<file path="src/rtl/t05_bit_packer.sv">
// Serial-to-byte packer: MSB-first byte assembly, show-ahead byte FIFO, flush/pad/drain control.
// Optional feature macro T05_PACKER_BITCOUNT_EN builds the saturating absorbed-bit counter.
module t05_bit_packer #(
    parameter int DEPTH  = 4,
    parameter int ADDR_W = 16
) (
    input  logic              i_clk,
    input  logic              i_rst,
    input  logic              i_bit_valid,
    input  logic              i_bit_in,
    input  logic              i_flush,
    input  logic              i_byte_ready,
    output logic              o_byte_valid,
    output logic [7:0]        o_byte_data,
    output logic [ADDR_W-1:0] o_byte_addr,
    output logic [15:0]       o_bit_total,
    output logic              o_flush_done,
    output logic              o_overflow,
    output logic              o_busy
);

    localparam int PW = (DEPTH > 1) ? $clog2(DEPTH) : 1;
    localparam int CW = PW + 1;
    localparam logic [PW-1:0] PTR_ONE = PW'(1);
    localparam logic [CW-1:0] CNT_ONE = CW'(1);
    localparam logic [CW-1:0] CNT_ZERO = CW'(0);
    localparam logic [CW-1:0] CNT_FULL = CW'(DEPTH);

    typedef enum logic [1:0] {
        ST_RUN   = 2'd0,
        ST_PAD   = 2'd1,
        ST_DRAIN = 2'd2
    } state_t;

    state_t            r_state;
    state_t            w_state_nxt;
    logic [6:0]        r_sr;
    logic [2:0]        r_bcnt;
    logic [7:0]        r_mem [DEPTH];
    logic [PW-1:0]     r_wptr;
    logic [PW-1:0]     r_rptr;
    logic [CW-1:0]     r_count;
    logic              r_valid;
    logic [7:0]        r_head;
    logic [ADDR_W-1:0] r_addr;
    logic              r_flush_done;
    logic              r_overflow;
    logic              r_busy;

    logic [6:0]        w_sr_nxt;
    logic [2:0]        w_bcnt_nxt;
    logic              w_push_req;
    logic [7:0]        w_push_data;
    logic              w_push_ok;
    logic              w_pop;
    logic              w_full;
    logic              w_absorb;
    logic              w_bit_drop;
    logic              w_done;
    logic [7:0]        w_pad_byte;
    logic [CW-1:0]     w_count_nxt;
    logic [PW-1:0]     w_rptr_nxt;
    logic [7:0]        w_head_nxt;

    assign w_full     = (r_count == CNT_FULL);
    assign w_pop      = r_valid && i_byte_ready;
    assign w_pad_byte = {1'b0, r_sr} << (4'd8 - {1'b0, r_bcnt});
    assign w_push_ok  = w_push_req && (!w_full || w_pop);

    // Next-state and datapath control for RUN/PAD/DRAIN
    always_comb begin
        w_state_nxt = r_state;
        w_sr_nxt    = r_sr;
        w_bcnt_nxt  = r_bcnt;
        w_push_req  = 1'b0;
        w_push_data = 8'h00;
        w_absorb    = 1'b0;
        w_bit_drop  = 1'b0;
        w_done      = 1'b0;
        case (r_state)
            ST_RUN: begin
                if (i_bit_valid) begin
                    w_absorb   = 1'b1;
                    w_sr_nxt   = {r_sr[5:0], i_bit_in};
                    w_bcnt_nxt = r_bcnt + 3'd1;
                    if (r_bcnt == 3'd7) begin
                        w_push_req  = 1'b1;
                        w_push_data = {r_sr, i_bit_in};
                    end else begin
                        w_push_req  = 1'b0;
                    end
                end else begin
                    w_absorb = 1'b0;
                end
                if (i_flush) begin
                    w_state_nxt = (w_bcnt_nxt != 3'd0) ? ST_PAD : ST_DRAIN;
                end else begin
                    w_state_nxt = ST_RUN;
                end
            end
            ST_PAD: begin
                w_bit_drop = i_bit_valid;
                // The pad byte waits for room; it is never dropped.
                if (!w_full || w_pop) begin
                    w_push_req  = 1'b1;
                    w_push_data = w_pad_byte;
                    w_sr_nxt    = 7'd0;
                    w_bcnt_nxt  = 3'd0;
                    w_state_nxt = ST_DRAIN;
                end else begin
                    w_state_nxt = ST_PAD;
                end
            end
            ST_DRAIN: begin
                w_bit_drop = i_bit_valid;
                if (r_count == CNT_ZERO) begin
                    w_done      = 1'b1;
                    w_state_nxt = ST_RUN;
                end else begin
                    w_state_nxt = ST_DRAIN;
                end
            end
            default: begin
                w_state_nxt = ST_RUN;
            end
        endcase
    end

    // FIFO occupancy, read pointer and registered show-ahead head byte
    always_comb begin
        w_rptr_nxt = w_pop ? (r_rptr + PTR_ONE) : r_rptr;
        case ({w_push_ok, w_pop})
            2'b10:   w_count_nxt = r_count + CNT_ONE;
            2'b01:   w_count_nxt = r_count - CNT_ONE;
            default: w_count_nxt = r_count;
        endcase
        if (w_count_nxt == CNT_ZERO) begin
            w_head_nxt = 8'h00;
        end else if (w_push_ok && (r_wptr == w_rptr_nxt)) begin
            w_head_nxt = w_push_data;
        end else begin
            w_head_nxt = r_mem[w_rptr_nxt];
        end
    end

    // FIFO storage; contents are discarded on reset through the pointers
    always_ff @(posedge i_clk) begin
        if (w_push_ok) begin
            r_mem[r_wptr] <= w_push_data;
        end
    end

    // Control, pointer, counter and flag registers
    always_ff @(posedge i_clk) begin
        if (i_rst) begin
            r_state      <= ST_RUN;
            r_sr         <= 7'd0;
            r_bcnt       <= 3'd0;
            r_wptr       <= '0;
            r_rptr       <= '0;
            r_count      <= CNT_ZERO;
            r_valid      <= 1'b0;
            r_head       <= 8'h00;
            r_addr       <= '0;
            r_flush_done <= 1'b0;
            r_overflow   <= 1'b0;
            r_busy       <= 1'b0;
        end else begin
            r_state      <= w_state_nxt;
            r_sr         <= w_sr_nxt;
            r_bcnt       <= w_bcnt_nxt;
            r_wptr       <= w_push_ok ? (r_wptr + PTR_ONE) : r_wptr;
            r_rptr       <= w_rptr_nxt;
            r_count      <= w_count_nxt;
            r_valid      <= (w_count_nxt != CNT_ZERO);
            r_head       <= w_head_nxt;
            r_addr       <= w_pop ? (r_addr + ADDR_W'(1)) : r_addr;
            r_flush_done <= w_done;
            r_overflow   <= r_overflow || w_bit_drop || (w_push_req && !w_push_ok);
            r_busy       <= (w_state_nxt == ST_PAD) || (w_state_nxt == ST_DRAIN);
        end
    end

`ifdef T05_PACKER_BITCOUNT_EN
    logic [15:0] r_bit_total;

    // Saturating count of bits absorbed in RUN
    always_ff @(posedge i_clk) begin
        if (i_rst) begin
            r_bit_total <= 16'h0000;
        end else if (w_absorb && (r_bit_total != 16'hFFFF)) begin
            r_bit_total <= r_bit_total + 16'h0001;
        end else begin
            r_bit_total <= r_bit_total;
        end
    end

    assign o_bit_total = r_bit_total;
`else
    assign o_bit_total = 16'h0000;
`endif

    assign o_byte_valid = r_valid;
    assign o_byte_data  = r_head;
    assign o_byte_addr  = r_addr;
    assign o_flush_done = r_flush_done;
    assign o_overflow   = r_overflow;
    assign o_busy       = r_busy;

endmodule

</file>
<file path="config.mk">
export PLATFORM = sky130hd
export DESIGN_NAME = t05_bit_packer
export DESIGN_NICKNAME = d
export VERILOG_FILES = /design/src/rtl/t05_bit_packer.sv
export SDC_FILE = /design/constraint.sdc
export NUM_CORES = 1
export LEC_CHECK = 0
export ABC_CLOCK_PERIOD_IN_PS = 2700
export BUFFER_PORTS_ARGS = -buffer_cell sky130_fd_sc_hd__buf_2
export CELL_PAD_IN_SITES_DETAIL_PLACEMENT = 1
export CELL_PAD_IN_SITES_GLOBAL_PLACEMENT = 1
export CORE_ASPECT_RATIO = 0.75
export CORE_MARGIN = 1
export CORE_UTILIZATION = 41
export CTS_BUF_LIST = sky130_fd_sc_hd__clkbuf_8 sky130_fd_sc_hd__clkbuf_16
export CTS_CLUSTER_SIZE = 10
export DETAILED_ROUTE_END_ITERATION = 7
export HOLD_SLACK_MARGIN = 0.15
export MAX_ROUTING_LAYER = met4
export PLACE_DENSITY_LB_ADDON = 0.1
export SYNTH_ARGS = -nofsm -noshare
export SYNTH_HDL_FRONTEND = slang
export SYNTH_SLANG_ARGS = --single-unit
</file>
<file path="constraint.sdc">
create_clock -name i_clk -period 2.7 [get_ports i_clk]
set_input_delay 0.135 -clock i_clk [delete_from_list [all_inputs] [get_ports i_clk]]
set_output_delay 0.135 -clock i_clk [all_outputs]
set_load 0.02 [all_outputs]
</file>
# After elaboration in Yosys (flattened, before gate mapping)
# Memories as Yosys holds them, arrays and structs flattened. A register that Yosys moved wholly into a read port is not among the register bits.
# Cells that the tools add are included.
[totals] output_inout_bits=44 reg_bits=39 mem_count=1 mem_bits_rw=32
[op_classes] n_addsub=7 n_shift=1 bitwise=1 eq_ne=10 reduce_logical=20 mux=26
[mem_list] name="r_mem" depth=4 word_bits=8 read_ports=1 rd_ports_with_merged_regs=1 write_ports=1 line="39" text="logic [7:0] r_mem [DEPTH];"
[op_table] operator="2-to-1 mux 8 bit" n=3
[op_table] operator="adder 16 x 1 -> 16 bit (second input constant)" n=1
[op_table] operator="case mux 8 bit (2 select lines)" n=1
[op_table] operator="2-to-1 mux 7 bit" n=2
[op_table] operator="case mux 7 bit (2 select lines)" n=1
[op_table] operator="case mux 3 bit (2 select lines)" n=2
[op_table] operator="2-to-1 mux 2 bit" n=5
[op_table] operator="2-to-1 mux 3 bit" n=3
[op_table] operator="<< shifter 7 x 4 -> 8 bit" n=1
[op_table] operator="2-to-1 mux 1 bit" n=7
[op_table] operator="adder 3 x 1 -> 3 bit (second input constant)" n=2
[op_table] operator="== test 2 x 1 -> 1 bit (second input constant)" n=3
[op_table] operator="== test 2 bit (second input constant)" n=3
[op_table] operator="== test 3 bit (second input constant)" n=2
[op_table] operator="logical NOT 3 bit" n=2
[op_table] operator="case mux 2 bit (3 select lines)" n=1
[op_table] operator="nonzero test 3 bit" n=2
[op_table] operator="OR reduction 2 bit" n=3
[op_table] operator="adder 2 x 1 -> 2 bit (second input constant)" n=2
[op_table] operator="logical OR 1 bit" n=4
[op_table] operator="inequality test 2 bit (second input constant)" n=2
[op_table] operator="subtractor 4 x 3 -> 4 bit (first input constant)" n=1
[op_table] operator="logical AND 1 bit" n=3
[op_table] operator="AND reduction 3 bit" n=1
[op_table] operator="7 further kinds" n=8

# Longest topological paths before layout
[depth] ltp_word=10 depth_mapped=14 ltp_nobuf=13

# Worst setup path before layout
# No wires, ideal clock.
[synth_path] kind="register -> register" start="register r_bcnt[0]" end="register r_head[3] (netlist: o_byte_data[3]), read port of r_mem" synth_period_minus_slack_ns=2.959 slack_ns=-0.259 required_ns=2.640 t_arrival_ns=2.899 path_buffers=1 path_stages_with_launch=15 cell_sequence="dfxtp_1 ha_1 ha_1 and3_1 buf_2 a2bb2oi_4 inv_1 ha_1 inv_1 fa_1 xor2_1 or3_1 a31o_2 nor2_1 a22o_1"
[synth_via] elab_chain_len=9 word_cells_on_any_way=10 cone_classes="eq/ne (3); mux (4); reduce/logical (3)"
[synth_rtl] element="start, declared" line="38" text="logic [2:0] r_bcnt;"
[synth_rtl] element="start signal, assigned" line="171" text="r_bcnt <= w_bcnt_nxt;"
[synth_rtl] element="== test 3 bit *" line="86" text="if (r_bcnt == 3'd7) begin"
[synth_rtl] element="2-to-1 mux 1 bit *" line="86"
[synth_rtl] element="2-to-1 mux 1 bit *" line="82" text="if (i_bit_valid) begin"
[synth_rtl] element="case mux 1 bit (2 select lines) *" line="80" text="case (r_state)"
[synth_rtl] element="logical AND 1 bit *" line="68" text="assign w_push_ok = w_push_req && (!w_full || w_pop);"
[synth_rtl] element="== test 2 x 1 -> 1 bit / == test 2 bit (equally long branches)" line="132" text="case ({w_push_ok, w_pop})"
[synth_rtl] element="case mux 3 bit (2 select lines) *" line="132"
[synth_rtl] element="logical NOT 3 bit *" line="137" text="if (w_count_nxt == CNT_ZERO) begin"
[synth_rtl] element="OR reduction 2 bit (no source line) *"
[synth_rtl] element="end, declared" line="44" text="logic [7:0] r_head;"
# Mark *: on every way between the ends. The rest lies on a longest branch, timed or not.
# A chain may end at the register's enable or synchronous reset.

# Worst setup path after layout
[layout_path] start="register r_bcnt[1]" end="register r_head[6] (netlist: o_byte_data[6]), read port of r_mem"
# Same word-level chain as after synthesis.

==> impl_results.md <==
- Initial antenna violation count: 0
- Number of max-cap violations: 0
- Placed cells: 513
- Pins Over Slew Limit: 0
- # IOs: 50
- Clock Latency Late Sink: 0.34 ns
- Syn_area_per_cell: 11.2 sq um
- Total detailed-routing wirelength: 8370 um
- Gpl congestion: 0.730
- CP max FO: 6
- CP Launch Type: flip-flop
- Congestion Overflow GR: 0
- P_leak: 1.78 nW
- First-pass GRT wire length: 13800 um
- Post-DRT Antenna Nets: 0
- Detail Route met3 WL: 329 um
- Final hold slack: 0.171 ns
- Worst path required time: 2.99 ns
- Most frequent cell after synthesis: dfxtp_1
- Flops & latches, synth: 79
- Port bufs: 33
- Nets: 418
- Number of diodes: 0
- Worst Reg-to-Reg Cells: 13
- Hold Startpoint: i_bit_valid
- CTS H-tree depth: 3
- Reg clk slew, reported paths: 0.06 ns
- R2r setup slk: 0.05 ns
- Die width: 114 um
- Post-synth top area cell: edfxtp_1
- Final Instance Count excl. Fillers: 531
- Top-area cell type share of the netlist area: 24.8%
- Ys flop type: dfxtp_1
- Design Power: 3.16 mW
- RSZ-0062 raised after global routing: yes
- Post-synthesis sequential area ratio: 49.2%
- Cell Area, Synth: 3870 sq um
- Final period demand of the worst path: 2.65 ns
- Area growth syn-to-layout: 18.8%
- Outcome: finished clean
- Largest net degree at the start of global routing: 40
- Tightest Hold Check Type: in -> reg
- Drt wl/cell: 15.8 um
- WL met2: 3580 um
- Dominant cells by area after synthesis: edfxtp_1 (25%), dfxtp_1 (24%), mux4_2 (6.4%), ha_1 (4.2%), buf_4 (3.3%)
- Iteration-0 DRC Markers: 123
- Maximum VDD drop: 0.305 mV
- Maximum clock frequency: 378 MHz
- Synth Warn #: 0
- Clock Skews: 0.00655 ns
- Setup CP Type: reg -> reg
- CTS buffer count: 9
- Fin. Hold Viols: 0
- Uppermost layer routed: met4
- Rows: 30
- Hold worst-path end: o_overflow
- Async SR Flop Fraction: 0%
- EDFF count, synth: 32
- Post-route clock period utilization: 98.0%
- Routed via count: 2652
- Total Die Area: 9830 sq um
- Relative slew slack: 47.7%
- Height of the die: 86.1 um
- CP Data Arrival Time: 2.94 ns
- Crit Reg-Reg Endpoint: o_byte_data[6]
- Reg-to-Reg Start: r_bcnt[1]
- Finished Core Util: 50.6%
- GRT Util Overall: 19.3%
- Core area: 9080 sq um
- Syn Inst Count: 345
- Hpwl dp: 6070 um
- Clk buf depth: 2
- Nature of the critical path endpoint: flip-flop
- Clk sinks: 79
- Pwr Density: 688 nW/um^2
- Slew @ Worst Pin: 0.785 ns
- Synth top cells by count: dfxtp_1 (47), nor2_1 (34), edfxtp_1 (32)
- DRC violations left: 0
- Hold depth: 3
- Vias per inst: 4.99
- TritonCTS clock tree: done
- Number of global-route vias before repair: 2678
- Library cells used by synthesis: 61
- Pre-antenna DRT Iters: 4
- Root Buffer: clkbuf_16
- Share of cells above drive strength 1: 26.6%
- Starting Density: 42.6%
- Final Setup Violations: 0
- Met1 WL: 4330 um
-- worst max-delay path: stages (launching register included) --
cell       delay, ns
dfxtp_2         0.34
ha_4            0.16
ha_4            0.15
and3_4          0.15
a2bb2oi_4       0.14
inv_2           0.07
ha_4            0.13
inv_2           0.04
fa_2            0.34
xor2_2          0.15
or3_4           0.34
a31o_4          0.30
nor2b_4         0.16
a22o_1          0.14
-- flip-flops by register name, indices dropped and copies added (netlist names) --
signal and count:
r_bcnt 3, o_overflow 1, o_byte_valid 1, r_count 3, r_sr 7, o_byte_addr 16, o_busy 1, r_rptr 2
o_flush_done 1, r_wptr 2, o_byte_data 8, r_state 2, r_mem 32
-- layout by cell type, fill, tap and decap left out, types with 11 or more instances in the layout --
| cell type | Yosys | layout |
|---|---|---|
| conb_1 | 1 | 16 |
| dfxtp_1 | 47 | 44 |
| buf_2 | 2 | 33 |
| nand2_1 | 23 | 23 |
| xnor2_1 | 12 | 12 |
| mux4_2 | 11 | 11 |
| buf_4 | 17 | 19 |
| a21oi_1 | 22 | 22 |
| nor2_1 | 34 | 33 |
| edfxtp_1 | 32 | 32 |
| inv_1 | 16 | 14 |
-- where the power goes --
group | switching, mW | leakage [nW] | internal (mW)
sequential | 0.0429 | 0.685 | 1.31
clock | 0.521 | 0.133 | 0.631
combinational | 0.370 | 0.958 | 0.289
-- routing by layer --
layer	global-route usage, %	vias up
met2	27.7	46
li1	-	1301
met5	-	-
met4	7.44	0
met3	4.45	13
met1	26.3	1292
-- how the worst max path moves through the flow --
stage,start,end,slack (ns),cells past startpoint
3_5_place_dp,r_bcnt[1],o_byte_data[6],-0.08,13
3_3_place_gp,r_bcnt[0],o_byte_data[3],0.01,13
2_1_floorplan,r_bcnt[0],o_byte_data[5],-0.1,14
4_1_cts,r_bcnt[0],o_byte_data[6],0.001,13
6_report,r_bcnt[1],o_byte_data[6],0.05,13
5_1_grt,r_bcnt[1],o_byte_data[6],-0.05,13
-- kinds of logic after synthesis --
family / count (synthesis) / synth area share [%]
buffers and inverters: 43 / 6.08
DFF: 79 / 49.2
adders and majority gates: 14 / 4.72
AOI/OAI and AO/OA: 54 / 9.51
muxes: 22 / 9.48
xor gates and xnor gates: 21 / 5.79
and+or+nand+nor: 111 / 15.1
other: 1 / 0.0970
-- repair_timing --
action	4_1_cts	5_1_grt
endpoints found under the hold margin	1	0
gates resized for setup	2	6
setup buffers	0	1
pin swaps	3	3
setup endpoints to repair	6	6
hold buffers	1	0
-- cell type report --
class | instances | area [sq um]
inverters | 17 | 63.8
fillers | 1021 | 4490
clock inverters | 7 | 52.6
clock buffers | 9 | 225
multi-input cells | 238 | 1870
repair buffers | 53 | 318
flip-flops and latches | 79 | 1910
well taps | 128 | 160
-- stage by stage --
step | setup WS, ns | TNS [ns] | cell area (sq um)
after floorplan | -0.0987 | -0.395 | 3970
after global placement | 0.0118 | 0 | 4260
after detailed placement | -0.0757 | -0.320 | 4260
after CTS | 0.00145 | 0 | 4550
after global routing | -0.0492 | -0.167 | 4600
final | 0.0537 | 0 | 4600
Note: power is estimated with default switching activity, not from simulation.
